[src/rtl/axi_wr_arbiter_512.sv]
// Round-robin arbiter sharing one AXI4 write port (AW/W/B) among NUM_REQ requesters, one
// transaction in flight. Define WR_ARB_STATS_EN to add per-requester completed-burst counters.
module axi_wr_arbiter_512 #(
    parameter int NUM_REQ   = 2,
    parameter int ADDR_WID  = 32,
    parameter int DATA_WID  = 512,
    parameter int BURST_LEN = 32
) (
    input  logic                        axi_clk,
    input  logic                        rst,
    input  logic [NUM_REQ-1:0]          s_avalid,
    input  logic [NUM_REQ*ADDR_WID-1:0] s_addr,
    output logic [NUM_REQ-1:0]          s_aready,
    input  logic [NUM_REQ-1:0]          s_wvalid,
    input  logic [NUM_REQ*DATA_WID-1:0] s_wdata,
    input  logic [NUM_REQ-1:0]          s_wlast,
    output logic [NUM_REQ-1:0]          s_wready,
    input  logic [NUM_REQ-1:0]          s_bready,
    output logic [NUM_REQ-1:0]          s_bvalid,
    output logic                        m_avalid,
    output logic [ADDR_WID-1:0]         m_addr,
    input  logic                        m_aready,
    output logic                        m_wvalid,
    output logic [DATA_WID-1:0]         m_wdata,
    output logic                        m_wlast,
    input  logic                        m_wready,
    input  logic                        m_bvalid,
    output logic                        m_bready,
    output logic [NUM_REQ-1:0]          grant,
    output logic                        err_len
`ifdef WR_ARB_STATS_EN
    ,
    output logic [NUM_REQ*16-1:0]       burst_cnt
`endif
);

    localparam int IDX_W = $clog2(NUM_REQ);

    typedef enum logic [1:0] {
        ST_IDLE = 2'd0,
        ST_ADDR = 2'd1,
        ST_DATA = 2'd2,
        ST_RESP = 2'd3
    } state_t;

    state_t               state_q, state_d;
    logic [NUM_REQ-1:0]   grant_q;
    logic [IDX_W-1:0]     gidx_q;
    logic [IDX_W-1:0]     last_q;
    logic                 m_avalid_q;
    logic [ADDR_WID-1:0]  m_addr_q;
    logic [7:0]           beat_cnt_q;
    logic                 err_len_q;

    logic [ADDR_WID-1:0]  addr_arr_s  [NUM_REQ];
    logic [DATA_WID-1:0]  wdata_arr_s [NUM_REQ];
    logic [IDX_W-1:0]     pick_s;
    logic                 any_req_s;
    logic                 aw_hs_s;
    logic                 w_hs_s;
    logic                 b_hs_s;

    // Search starts just after the previous owner; pointer arithmetic wraps at NUM_REQ.
    function automatic logic [IDX_W-1:0] rr_pick(input logic [NUM_REQ-1:0] req,
                                                 input logic [IDX_W-1:0]   last);
        logic [IDX_W-1:0] pick;
        int               c;
        pick = last;
        for (int k = NUM_REQ; k >= 1; k--) begin
            c    = int'(last) + k;
            c    = (c >= NUM_REQ) ? (c - NUM_REQ) : c;
            pick = req[c] ? c[IDX_W-1:0] : pick;
        end
        return pick;
    endfunction

    for (genvar i = 0; i < NUM_REQ; i++) begin : g_unpack
        assign addr_arr_s[i]  = s_addr[i*ADDR_WID +: ADDR_WID];
        assign wdata_arr_s[i] = s_wdata[i*DATA_WID +: DATA_WID];
    end

    assign pick_s    = rr_pick(s_avalid, last_q);
    assign any_req_s = |s_avalid;
    assign aw_hs_s   = (state_q == ST_ADDR) & m_avalid_q & m_aready;
    assign w_hs_s    = (state_q == ST_DATA) & s_wvalid[gidx_q] & m_wready;
    assign b_hs_s    = (state_q == ST_RESP) & m_bvalid & s_bready[gidx_q];

    // State register
    always_ff @(posedge axi_clk) begin
        if (rst) begin
            state_q <= ST_IDLE;
        end else begin
            state_q <= state_d;
        end
    end

    // Next-state logic
    always_comb begin
        state_d = state_q;
        case (state_q)
            ST_IDLE: state_d = any_req_s ? ST_ADDR : ST_IDLE;
            ST_ADDR: state_d = aw_hs_s ? ST_DATA : ST_ADDR;
            ST_DATA: state_d = (w_hs_s && s_wlast[gidx_q]) ? ST_RESP : ST_DATA;
            ST_RESP: state_d = b_hs_s ? ST_IDLE : ST_RESP;
            default: state_d = ST_IDLE;
        endcase
    end

    // Pass-through routing to and from the granted requester only
    always_comb begin
        s_aready = {NUM_REQ{1'b0}};
        s_wready = {NUM_REQ{1'b0}};
        s_bvalid = {NUM_REQ{1'b0}};
        m_wvalid = 1'b0;
        m_wdata  = {DATA_WID{1'b0}};
        m_wlast  = 1'b0;
        m_bready = 1'b0;
        case (state_q)
            ST_ADDR: s_aready[gidx_q] = m_avalid_q & m_aready;
            ST_DATA: begin
                m_wvalid         = s_wvalid[gidx_q];
                m_wdata          = wdata_arr_s[gidx_q];
                m_wlast          = s_wlast[gidx_q];
                s_wready[gidx_q] = m_wready;
            end
            ST_RESP: begin
                m_bready         = s_bready[gidx_q];
                s_bvalid[gidx_q] = m_bvalid;
            end
            default: m_wvalid = 1'b0;
        endcase
    end

    // Grant, AW channel, beat counting and the sticky length error
    always_ff @(posedge axi_clk) begin
        if (rst) begin
            grant_q    <= {NUM_REQ{1'b0}};
            gidx_q     <= {IDX_W{1'b0}};
            last_q     <= IDX_W'(NUM_REQ - 1);
            m_avalid_q <= 1'b0;
            m_addr_q   <= {ADDR_WID{1'b0}};
            beat_cnt_q <= 8'd0;
            err_len_q  <= 1'b0;
        end else begin
            case (state_q)
                ST_IDLE: begin
                    if (any_req_s) begin
                        grant_q    <= {{(NUM_REQ-1){1'b0}}, 1'b1} << pick_s;
                        gidx_q     <= pick_s;
                        m_addr_q   <= addr_arr_s[pick_s];
                        m_avalid_q <= 1'b1;
                    end
                end
                ST_ADDR: begin
                    if (aw_hs_s) begin
                        m_avalid_q <= 1'b0;
                        beat_cnt_q <= 8'd0;
                    end
                end
                ST_DATA: begin
                    if (w_hs_s) begin
                        if (beat_cnt_q != 8'hFF) begin
                            beat_cnt_q <= beat_cnt_q + 8'd1;
                        end
                        if (s_wlast[gidx_q] && ((int'(beat_cnt_q) + 1) != BURST_LEN)) begin
                            err_len_q <= 1'b1;
                        end
                    end
                end
                ST_RESP: begin
                    if (b_hs_s) begin
                        last_q  <= gidx_q;
                        grant_q <= {NUM_REQ{1'b0}};
                    end
                end
                default: grant_q <= {NUM_REQ{1'b0}};
            endcase
        end
    end

    assign grant    = grant_q;
    assign m_avalid = m_avalid_q;
    assign m_addr   = m_addr_q;
    assign err_len  = err_len_q;

`ifdef WR_ARB_STATS_EN
    logic [15:0] bcnt_q [NUM_REQ];

    // Completed B handshakes per requester, wrapping at 2^16
    always_ff @(posedge axi_clk) begin
        if (rst) begin
            for (int i = 0; i < NUM_REQ; i++) begin
                bcnt_q[i] <= 16'd0;
            end
        end else if (b_hs_s) begin
            bcnt_q[gidx_q] <= bcnt_q[gidx_q] + 16'd1;
        end
    end

    for (genvar i = 0; i < NUM_REQ; i++) begin : g_stats
        assign burst_cnt[i*16 +: 16] = bcnt_q[i];
    end
`endif

endmodule

[config.mk]
export PLATFORM = sky130hd
export DESIGN_NAME = axi_wr_arbiter_512
export DESIGN_NICKNAME = d
export VERILOG_FILES = /design/src/rtl/axi_wr_arbiter_512.sv
export SDC_FILE = /design/constraint.sdc
export NUM_CORES = 1
export LEC_CHECK = 0
export ABC_AREA = 1
export CELL_PAD_IN_SITES_DETAIL_PLACEMENT = 0
export CELL_PAD_IN_SITES_GLOBAL_PLACEMENT = 1
export CORE_AREA = 10 10 631 633
export CTS_CLUSTER_DIAMETER = 40
export DETAILED_ROUTE_END_ITERATION = 16
export DIE_AREA = 0 0 641 643
export PLACE_DENSITY = 0.3
export SYNTH_ARGS = -nofsm -noshare
export SYNTH_HDL_FRONTEND = slang
export SYNTH_SLANG_ARGS = --single-unit
[constraint.sdc]
create_clock -name axi_clk -period 1.7 [get_ports axi_clk]
set_input_delay 0.255 -clock axi_clk [delete_from_list [all_inputs] [get_ports axi_clk]]
set_output_delay 0.255 -clock axi_clk [all_outputs]
set_load 0.03 [all_outputs]
==> results of run 1 <==
[sequential cells by signal, summed over array words and instances (netlist names)]
register,flops
err_len,1
gidx_q,1
m_addr,32
grant,2
m_avalid,1
last_q,1
state_q,2
beat_cnt_q,8
[kinds of logic (layout without fill, tap and decap cells)]
logic type / Yosys count / in the layout / synth area share, %
AO/OA/AOI/OAI: 568 / 568 / 30.6
adder cells (fa/ha/maj): 2 / 2 / 0.260
buffers and inverters: 246 / 2158 / 10.8
flip-flops: 48 / 48 / 9.98
multiplexers: 1 / 1 / 0.104
other: 0 / 54 / 0
AND/OR/NAND/NOR: 1211 / 1211 / 48.3
[area by class of cell]
type                            instances  area, sq um
Fill cell                           44523       342000
Tap cell                             5060         6330
Clock buffer                            7          164
Antenna cell                           54          135
Timing Repair inverter                  2         50.0
Clock inverter                          1         8.76
Timing Repair Buffer                 2092        24200
Sequential cell                        48          966
Inverter                               56          258
Multi-Input combinational cell       1782        11000
[power by group through the flow]
stage          Sequential, uW  Combinational (uW)  Clock, uW
2_1_floorplan            1590                3470          0
3_3_place_gp             1420               10900          0
3_5_place_dp             1410               10900          0
4_1_cts                  1380               12600       1430
5_1_grt                  1400               14300       1440
6_report                 1380               13500       1340
[critical path: stages (launching register included)]
cell and delay (ps):
dfxtp_2 340, inv_2 50, nor2_4 90, buf_12 170, inv_16 90, buf_12 170, buf_12 180, a21oi_1 140
buf_4 210, buf_6 160
[worst paths after layout]
check	from	end	slack, ps	cells past startpoint
hold / removal	err_len$_SDFFE_PP0P_	err_len$_SDFFE_PP0P_	450	2
setup reg to reg	gidx_q$_SDFFE_PP0P_	state_q[0]$_SDFF_PP0_	-200	10
setup / recovery	state_q[1]$_SDFF_PP0_	m_wdata[420]	-560	9
hold reg to reg	err_len$_SDFFE_PP0P_	err_len$_SDFFE_PP0P_	450	2
[layer usage]
| layer | GRT usage (%) | wire, um | vias up |
|---|---|---|---|
| met3 | 6.04 | 31100 | 650 |
| met2 | 28.6 | 172000 | 1500 |
| li1 | - | - | 10602 |
| met4 | 0.812 | 5690 | 212 |
| met5 | 0 | 1480 | - |
| met1 | 15.6 | 118000 | 11494 |
[Yosys cell counts, drive strengths merged]
cell type,n
mux2i,1
or2,2
clkinv,1
nor2,37
nand3,42
nand4,2
o21ai,9
inv,55
ha,2
o21bai,1
clkbuf,103
o211ai,32
buf,87
a211oi,1
nor3,3
nand3b,1
a21oi,525
dfxtp,48
nand2,1123
and3,1
[placed cells by master, fill, tap and decap left out, types with 54 or more instances in the layout]
cell / count
clkdlybuf4s50_1: 1128
nand2_1: 942
buf_4: 402
buf_12: 264
a21oi_2: 262
buf_6: 195
a21oi_4: 148
nand2_2: 129
a21oi_1: 115
diode_2: 54
[repair_timing]
action	in CTS	in global routing
pin swaps	45	81
gates resized for setup	345	480
endpoints found under the setup margin	554	583
hold buffers	0	0
gates cloned	27	29
buffers inserted	54	27
[through the flow]
step           setup slack [ps]  hold slack, ps  power (uW)  area (sq um)  setup TNS [ps]
2_1_floorplan              -150             381        5060         11100          -37380
3_3_place_gp              -1560             445       12300         37500          -89520
3_5_place_dp               -989             443       12300         37500          -87680
4_1_cts                    -653             457       15400         40300         -281070
5_1_grt                    -615             477       17100         43000         -276080
6_report                   -556             451       16200         43100         -226490
==> results.md, run 1 <==
- Core Area: 0.385 sq mm
- Die height: 643 um
- Slew Viols, Final: 0
- I/O Buffers: 1657
- Global route overflow: 0
- Clk_lat worst skew: 340 ps
- Clock transition at path regs: 90 ps
- Die ar.: 0.412 sq mm
- Hpwl dp: 297000 um
- Final #Nets: 5090
- Vias after detailed routing: 24458
- Switching share of power: 48.3%
- WL final: 328000 um
- CP Data Required Time: 1440 ps
- Comb pwr share: 83.2%
- CP Data Arrival Time: 2000 ps
- Drt first pass iters: 5
- Initial antenna violation count: 367
- Failing checks: setup timing
- Setup CP Type: reg -> out
- Cell variety after synth: 29
- Crit path launch type: flip-flop
- Final ANT Viol Nets: 0
- Kind of end point of the critical path: primary output
- P_sw: 7810 uW
- CTS tree: yes
- Yosys warns: 0
- FP Rows: 228
- Starting Density: 2.50%
- FF+latch count, synth: 48
- Die X: 641 um
- CTS Sinks: 48
- RSZ-0062 raised after global routing: yes
- Int Power: 8360 uW
- Fin crit period: 2260 ps
- First-pass GRT wire length: 379000 um
- Share of layout cells above drive strength 1: 39.7%
- Hold WC Path Type: reg -> reg
- Actual transition at the worst max-transition pin: 570 ps
- Clock share of power: 8.3%
- Relative slew slack: 61.9%
- Synth Instances: 2076
- Max_cap viols: 0
- Fin worst setup slack: -556 ps
- Status: complete, but fails checks
- Post-Place Cells: 8924
- Ranking of synthesized cells by area: nand2_1, a21oi_1, dfxtp_1
- Syn_area_per_cell: 4.64 sq um
- Register area share after synthesis: 9.98%
- Htree depth: 2
- Syn_nets: 3179
- Largest net degree at the start of global routing: 51
- Fin cells: 9102
- Top cell type's share of synthesized area: 43.7%
- WL/cell: 36.0 um
- Clock Tree Buf Depth: 2
- Worst Skew: 7.74 ps
- TritonCTS buffer count: 5
- Worst Path Max Fanout: 16
- Seq pwr share: 8.5%
- Drt drc: 0
- IO Count: 1658
- Number of global-route vias before repair: 24405
- Avg Vias per Cell: 2.69
- LEAKAGE: 0.0157 uW
- Final Hold Fails: 0
- Final setup viols: 543
- F_max: 443 MHz
- Layout Area Growth over Synthesis: 348%
- Largest area contributor in the netlist: nand2_1
- Share of the clock period used by the worst path: 133%
- GRT Total Usage: 14.8%
- Root Driver: clkbuf_16
- Post-Synthesis Cell Area: 0.00963 sq mm
- Largest vdd supply drop: 0.000339 V
- GPL Wtd Cong: 0.902
- PwrDens: 375 mW/mm^2
- DRT iter0 DRCs: 1486
- Final core utilization: 11.2%
No activity file was read; power rests on OpenSTA's default activity.
==> run 2, diff against run 1 <==
- CTS_CLUSTER_DIAMETER: 40 -> 30
==> results of run 2 <==
Final layout, timing and power as in run 1 (identical DEF).
==> run 3, diff against run 2 <==
- SLEW_MARGIN: not set -> 10
==> results of run 3 <==
Final layout, timing and power as in run 1 (identical DEF).
